**config.mk**
```make
export PLATFORM = sky130hd
export DESIGN_NAME = reaction_game_ctrl_flat
export DESIGN_NICKNAME = d
export VERILOG_FILES = /design/src/rtl/reaction_game_ctrl_pkg.sv /design/src/rtl/reaction_game_ctrl_if.sv /design/src/rtl/reaction_game_ctrl_tick.sv /design/src/rtl/reaction_game_ctrl.sv /design/src/flat_wrapper.sv
export SDC_FILE = /design/constraint.sdc
export NUM_CORES = 1
export LEC_CHECK = 0
export BUFFER_PORTS_ARGS = -buffer_cell sky130_fd_sc_hd__buf_2
export CAP_MARGIN = 20
export CELL_PAD_IN_SITES_DETAIL_PLACEMENT = 0
export CELL_PAD_IN_SITES_GLOBAL_PLACEMENT = 1
export CORE_ASPECT_RATIO = 0.6
export CORE_UTILIZATION = 50
export CTS_CLUSTER_DIAMETER = 30
export DETAILED_ROUTE_END_ITERATION = 8
export PLACE_DENSITY = 0.95
export SYNTH_ARGS = -nofsm -noshare
export SYNTH_HDL_FRONTEND = slang
export SYNTH_SLANG_ARGS = --single-unit
```
**constraint.sdc**
```tcl
create_clock -name clk -period 8.6 [get_ports clk]
set_input_delay 1.72 -clock clk [delete_from_list [all_inputs] [get_ports clk]]
set_output_delay 1.72 -clock clk [all_outputs]
set_load 0.05 [all_outputs]
```
**src/rtl/reaction_game_ctrl_pkg.sv**
```systemverilog
// Shared definitions for the reaction-time game controller.
// Holds the FSM state type, the "no record" sentinel, the minimum random
// delay, the LFSR seed and the LFSR step function.
package reaction_game_ctrl_pkg;

    typedef enum logic [2:0] {
        ST_IDLE,
        ST_WAIT,
        ST_GO,
        ST_RESULT,
        ST_FAILED
    } state_e;

    localparam logic [15:0] NO_RECORD    = 16'hFFFF;
    localparam logic [15:0] MIN_DELAY_MS = 16'd1000;
    localparam logic [15:0] LFSR_SEED    = 16'hACE1;

    // x^16 + x^14 + x^13 + x^11 + 1 in right-shifting Fibonacci form.
    // Maximal length, so a nonzero seed never reaches all-zero.
    function automatic logic [15:0] lfsr_next(input logic [15:0] s);
        return {s[0] ^ s[2] ^ s[3] ^ s[5], s[15:1]};
    endfunction

endpackage

```
**src/rtl/reaction_game_ctrl_if.sv**
```systemverilog
// Player/display bus of the reaction-time game controller.
//   btn_press    : 1-cycle pulse from the debounced player button
//   clr_best     : 1-cycle pulse that erases the best record
//   go_led       : "react now" stimulus
//   fail         : FAILED-state flag for the display
//   current_time : last or running reaction time in ms
//   best_time    : best record in ms, 16'hFFFF when no record exists
// slave = the controller, master = the board/testbench side.
interface reaction_game_ctrl_if;

    logic        btn_press;
    logic        clr_best;
    logic        go_led;
    logic        fail;
    logic [15:0] current_time;
    logic [15:0] best_time;

    modport slave (
        input  btn_press,
        input  clr_best,
        output go_led,
        output fail,
        output current_time,
        output best_time
    );

    modport master (
        output btn_press,
        output clr_best,
        input  go_led,
        input  fail,
        input  current_time,
        input  best_time
    );

endinterface

```
**src/rtl/reaction_game_ctrl_tick.sv**
```systemverilog
// Millisecond tick divider for the reaction-time game controller.
//   clk     : system clock (rising edge)
//   rst     : asynchronous active-high reset
//   restart : restart the divider from 0 on the next edge
//   tick    : high for one cycle every TICK_DIV cycles
module ms_tick_gen #(
    parameter int unsigned TICK_DIV = 100000
) (
    input  logic clk,
    input  logic rst,
    input  logic restart,
    output logic tick
);

    localparam int unsigned   CW   = $clog2(TICK_DIV);
    localparam logic [CW-1:0] LAST = CW'(TICK_DIV - 1);

    logic [CW-1:0] cnt_q;
    logic [CW-1:0] cnt_d;

    always_comb begin
        if (restart || (cnt_q == LAST)) begin
            cnt_d = '0;
        end else begin
            cnt_d = cnt_q + 1'b1;
        end
    end

    always_ff @(posedge clk or posedge rst) begin
        if (rst) begin
            cnt_q <= '0;
        end else begin
            cnt_q <= cnt_d;
        end
    end

    // First tick after a restart arrives TICK_DIV cycles later.
    assign tick = (cnt_q == LAST);

endmodule

```
**src/rtl/reaction_game_ctrl.sv**
```systemverilog
// Reaction-time game controller.
// The player starts a round, waits a pseudo-random 1000..3047 ms, then must
// press as fast as possible once go_led lights. Times are in ms, capped at
// MAX_MS; the best (lowest) time is kept until cleared.
//   clk : system clock (rising edge)
//   rst : asynchronous active-high reset
//   bus : reaction_game_ctrl_if.slave (btn_press, clr_best in;
//         go_led, fail, current_time, best_time out)
module reaction_game_ctrl
    import reaction_game_ctrl_pkg::*;
#(
    parameter int unsigned TICK_DIV = 100000,
    parameter int unsigned MAX_MS   = 9999
) (
    input  logic                 clk,
    input  logic                 rst,
    reaction_game_ctrl_if.slave  bus
);

    localparam logic [15:0] MAX_T = 16'(MAX_MS);

    state_e      state_q;
    logic        go_led_q;
    logic        fail_q;
    logic [15:0] cur_q;
    logic [15:0] best_q;
    logic [15:0] delay_q;
    logic [15:0] lfsr_q;
    logic [15:0] lfsr_d;
    logic [15:0] new_delay_d;

    logic btn;
    logic clr;
    logic ms_tick;
    logic wait_done;
    logic go_timeout;
    logic restart;

    assign btn = bus.btn_press;
    assign clr = bus.clr_best;

    assign lfsr_d      = lfsr_next(lfsr_q);
    assign new_delay_d = MIN_DELAY_MS + {5'b0, lfsr_q[10:0]};

    assign wait_done  = ms_tick && (delay_q == 16'd1);
    assign go_timeout = ms_tick && (cur_q == MAX_T);

    // Every btn_press changes state, as do the two tick-driven exits; the
    // divider is restarted on exactly those edges so each state starts at 0.
    always_comb begin
        restart = btn;
        if ((state_q == ST_WAIT) && wait_done) begin
            restart = 1'b1;
        end
        if ((state_q == ST_GO) && go_timeout) begin
            restart = 1'b1;
        end
    end

    ms_tick_gen #(
        .TICK_DIV (TICK_DIV)
    ) u_tick (
        .clk     (clk),
        .rst     (rst),
        .restart (restart),
        .tick    (ms_tick)
    );

    always_ff @(posedge clk or posedge rst) begin
        if (rst) begin
            lfsr_q <= LFSR_SEED;
        end else begin
            lfsr_q <= lfsr_d;
        end
    end

    always_ff @(posedge clk or posedge rst) begin
        if (rst) begin
            state_q  <= ST_IDLE;
            go_led_q <= 1'b0;
            fail_q   <= 1'b0;
            cur_q    <= '0;
            best_q   <= NO_RECORD;
            delay_q  <= '0;
        end else begin
            unique case (state_q)
                ST_IDLE: begin
                    if (btn) begin
                        state_q <= ST_WAIT;
                        delay_q <= new_delay_d;
                        cur_q   <= '0;
                    end
                end
                ST_WAIT: begin
                    // Early press beats a coincident expiry tick.
                    if (btn) begin
                        state_q <= ST_FAILED;
                        fail_q  <= 1'b1;
                    end else if (ms_tick) begin
                        delay_q <= delay_q - 16'd1;
                        if (wait_done) begin
                            state_q  <= ST_GO;
                            go_led_q <= 1'b1;
                        end
                    end
                end
                ST_GO: begin
                    // A press on a tick cycle freezes the pre-tick count.
                    if (btn) begin
                        state_q  <= ST_RESULT;
                        go_led_q <= 1'b0;
                        if (cur_q < best_q) begin
                            best_q <= cur_q;
                        end
                    end else if (ms_tick) begin
                        if (go_timeout) begin
                            state_q  <= ST_FAILED;
                            go_led_q <= 1'b0;
                            fail_q   <= 1'b1;
                        end else begin
                            cur_q <= cur_q + 16'd1;
                        end
                    end
                end
                ST_RESULT, ST_FAILED: begin
                    if (btn) begin
                        state_q <= ST_WAIT;
                        fail_q  <= 1'b0;
                        delay_q <= new_delay_d;
                        cur_q   <= '0;
                    end
                end
                default: begin
                    state_q  <= ST_IDLE;
                    go_led_q <= 1'b0;
                    fail_q   <= 1'b0;
                end
            endcase
            // Placed last so a clear overrides a same-edge record update.
            if (clr) begin
                best_q <= NO_RECORD;
            end
        end
    end

    assign bus.go_led       = go_led_q;
    assign bus.fail         = fail_q;
    assign bus.current_time = cur_q;
    assign bus.best_time    = best_q;

endmodule

```
**src/flat_wrapper.sv**
```systemverilog
// flat-port wrapper written by rule: the top's interface ports become plain ports
module reaction_game_ctrl_flat import reaction_game_ctrl_pkg::*;
#(
    parameter int unsigned TICK_DIV = 100000,
    parameter int unsigned MAX_MS   = 9999
)
  (clk, rst, bus_btn_press, bus_clr_best, bus_go_led, bus_fail, bus_current_time, bus_best_time);
  reaction_game_ctrl_if bus_i ();
  input  logic clk;
  input  logic rst;
  input wire logic [$bits(bus_i.btn_press)-1:0] bus_btn_press;
  input wire logic [$bits(bus_i.clr_best)-1:0] bus_clr_best;
  output wire logic [$bits(bus_i.go_led)-1:0] bus_go_led;
  output wire logic [$bits(bus_i.fail)-1:0] bus_fail;
  output wire logic [$bits(bus_i.current_time)-1:0] bus_current_time;
  output wire logic [$bits(bus_i.best_time)-1:0] bus_best_time;
  assign bus_i.btn_press = bus_btn_press;
  assign bus_i.clr_best = bus_clr_best;
  assign bus_go_led = bus_i.go_led;
  assign bus_fail = bus_i.fail;
  assign bus_current_time = bus_i.current_time;
  assign bus_best_time = bus_i.best_time;
  reaction_game_ctrl #(.TICK_DIV(TICK_DIV), .MAX_MS(MAX_MS)) u_core (.clk(clk), .rst(rst), .bus(bus_i));
endmodule
```
==> flow_metrics.tcl <==
set metrics [dict create \
    finalMaxSlewViolations 0 \
    synth_top_family_by_area "simple AND/OR/NAND/NOR gates" \
    antenna_found_initial 0 \
    clk_pin_slew_worst_paths_ns 0.06 \
    p_int_mw 0.745 \
    clock-root-buffer "clkbuf_16" \
    synth_mux_area_share_pct 0.503 \
    grt_usage_pct 21.7 \
    ant_nets 0 \
    nets 518 \
    cp_slowest_cell "o22ai_1" \
    synthAdderAreaFrac_pct 5.58 \
    rows 26 \
    status "complete, no violations" \
    netlist_top_cells_count "dfrtp_1 (62), nor2_1 (53), nand2_1 (37), o21ai_0 (29), a21oi_1 (27)" \
    ctsResizeCount 0 \
    slowest_delay_ns 0.76 \
    setup_tns_ns 0 \
    cts_tree "done" \
    synth_top_area_share_pct 34.6 \
    path_max_fanout 13 \
    synth-edff-count 0 \
    clk_latency_ns 0.34 \
    io-pin-count 38 \
    max_slew_margin_pct 37.3 \
    hold_slack_ns 0.351 \
    switching_share_pct 31.2 \
    ctsLongestPathBuffers 2 \
    wl_per_cell_um 15.6 \
    hold_viol 0 \
    clock_sinks 86 \
    grt_pass1_wl_um 16000 \
    wl_um 9530 \
    power_frac_clock_pct 34.6 \
    synth.distinct_cells 48 \
    start_kind "input pin" \
    tightest_slew_ns 0.940 \
    setup-violations-final 0 \
    cts_buffers 9 \
    endpoint_kind "register" \
    postCtsHoldBufs 0 \
    initial_core_util_pct 52.2 \
    yosys.area.top_type "dfrtp_1" \
    place.gp.congestion 0.845 \
    via_count 3612 \
    syn_area_um2 4480 \
    grt_max_degree 87 \
    synth-simple-area-share_pct 20.3 \
    antennaDiodeCount 0 \
    drive_above_1_share_pct 17.2 \
    fp.dieH_um 75.3 \
    dieWidth_um 124 \
    cp.buffers_inverters 1 \
    dr.pass1.iters 5 \
    syn-mean-instance-area_um2 9.72 \
    htreeDepth 3 \
    peakVddDrop_uv 130 \
    async_flop_share_pct 100 \
    drtIter0Drc 190 \
    grt_pass1_vias 3227 \
    crit_chain "buf_2 > or3_1 > o22ai_1 > o21ai_0 > nand2_1 > o21ai_1" \
    drv_cap 0 \
    cpLargestDelayFamily "compound AO/OA/AOI/OAI gates" \
    crit_type "input pin to register" \
    synth_compound_area_share_pct 15.1 \
    synthFlopType "dfrtp_1" \
    period_minus_slack_ns 3.37 \
    overflow 0 \
    post_cts_buffers 0 \
    combPwrFrac_pct 20.6 \
    crit_arrival_ns 3.59 \
    ys_seq_area_share_pct 48.7 \
    area_delta_synth_final_pct 13.1 \
    hpwlAfterDp_um 6610 \
    syn-num-nets 485 \
    p_sw_mw 0.339 \
    leakagePower_nw 2.40 \
    fmax_mhz 297 \
    seqPwrFrac_pct 44.8 \
    hold_class "register to register" \
    port_buffers 37 \
    ys_ff_latch 86 \
    core_um2 8590 \
    required_ns 8.82 \
    via_per_inst 5.91 \
    syn-instance-count 461 \
    skew_ns 0.00584 \
    synth_xor_area_share_pct 6.06 \
    yosysMostFrequentCell "dfrtp_1" \
    die-area_um2 9360 \
    synth-warning-count 0 \
    synthTopCellsByArea "dfrtp_1 (35%), dfstp_2 (14%), ha_1 (5.6%)" \
    rsz0062_at_grt "false" \
    drc_errors 0 \
    powerDensity_nw_per_um2 214 \
    finalCritPeriodShare_pct 39.2 \
]
[layout by cell type (no fill, tap or decap), drive strengths merged, types with 2 or more instances in the layout]
| cell type | n |
|---|---|
| a211oi | 3 |
| a21o | 6 |
| a21oi | 27 |
| a31oi | 3 |
| and3 | 6 |
| and4 | 5 |
| and4b | 2 |
| buf | 41 |
| clkbuf | 16 |
| dfrtp | 62 |
| dfstp | 24 |
| ha | 20 |
| inv | 22 |
| mux2 | 2 |
| nand2 | 37 |
| nand2b | 5 |
| nand3 | 13 |
| nand4 | 14 |
| nand4bb | 2 |
| nor2 | 53 |
| nor2b | 2 |
| nor3 | 10 |
| nor3b | 2 |
| nor4 | 8 |
| nor4b | 2 |
| o21a | 2 |
| o21ai | 32 |
| o22a | 16 |
| o22ai | 5 |
| o31ai | 4 |
| or3 | 7 |
| or4 | 4 |
| xnor2 | 12 |
| xor2 | 19 |
[per-stage QoR]
step	instance area, µm²	power [mW]	utilization (%)	std cells	worst slack, ns
2_1_floorplan	4480	0.659	-	461	4.70
3_3_place_gp	4750	0.702	55.3	594	5.02
3_5_place_dp	4750	0.709	55.3	594	4.90
4_1_cts	5040	1.09	58.7	610	5.25
5_1_grt	5070	1.14	59.0	611	5.07
6_report	5070	1.08	59.0	611	5.23
[registers in the layout, indices dropped and copies added, names as in the netlist]
| signal | flops |
|---|---|
| u_core.bus.best_time | 16 |
| u_core.bus.current_time | 16 |
| u_core.bus.fail | 1 |
| u_core.bus.go_led | 1 |
| u_core.delay_q | 16 |
| u_core.lfsr_q | 16 |
| u_core.state_q | 3 |
| u_core.u_tick.cnt_q | 17 |
[final cells by class]
class | instances | area (µm²)
clock buffers | 16 | 292
fillers | 729 | 3520
inverters | 23 | 87.6
multi-input cells | 333 | 2130
flip-flops and latches | 86 | 2180
well taps | 112 | 140
repair buffers | 41 | 235
[cell families (layout without fill, tap and decap cells)]
logic type,count (synthesis),in the layout
adder cells (fa/ha/maj),20,20
AND/OR/NAND/NOR,175,175
buffers and inverters,42,80
flip-flops,86,86
multiplexers,2,2
XOR/XNOR,31,31
AO/OA/AOI/OAI,105,105
[path summary, 6_finish.rpt]
check | endpoint | from | cells after the start | slack (ns)
max in group asynchronous | u_core.bus.best_time[3] | rst | 4 | 6.54
hold / removal | u_core.lfsr_q[13] | u_core.lfsr_q[14] | 0 | 0.35
hold reg to reg | u_core.lfsr_q[13] | u_core.lfsr_q[14] | 0 | 0.35
setup reg to reg | u_core.delay_q[13] | u_core.u_tick.cnt_q[0] | 7 | 5.63
min in group asynchronous | u_core.delay_q[0] | rst | 3 | 1.41
setup / recovery | u_core.delay_q[13] | bus_btn_press | 6 | 5.23
[power groups by stage]
stage / combinational [mW] / sequential (mW) / clock, mW
after global placement: 0.214 / 0.488 / 0
after CTS: 0.221 / 0.484 / 0.385
after floorplan: 0.174 / 0.486 / 0
after detailed placement: 0.218 / 0.490 / 0
final: 0.223 / 0.486 / 0.374
after global routing: 0.252 / 0.492 / 0.396
[layer usage]
layer	GRT usage [%]	up-vias	wire (µm)
met5	0	-	0
met4	6.56	0	103
met3	4.99	13	526
met2	32.3	104	4040
met1	31.9	1773	4860
li1	-	1722	-
[worst register-to-register path, cell delays in order (launching register included)]
cell	delay [ns]
dfrtp_1	0.40
ha_1	0.23
nand4_1	0.19
or4_1	0.79
o22ai_1	0.80
o21ai_0	0.26
nand2_1	0.12
o21ai_1	0.06
Power figures use the tool's default switching activity.
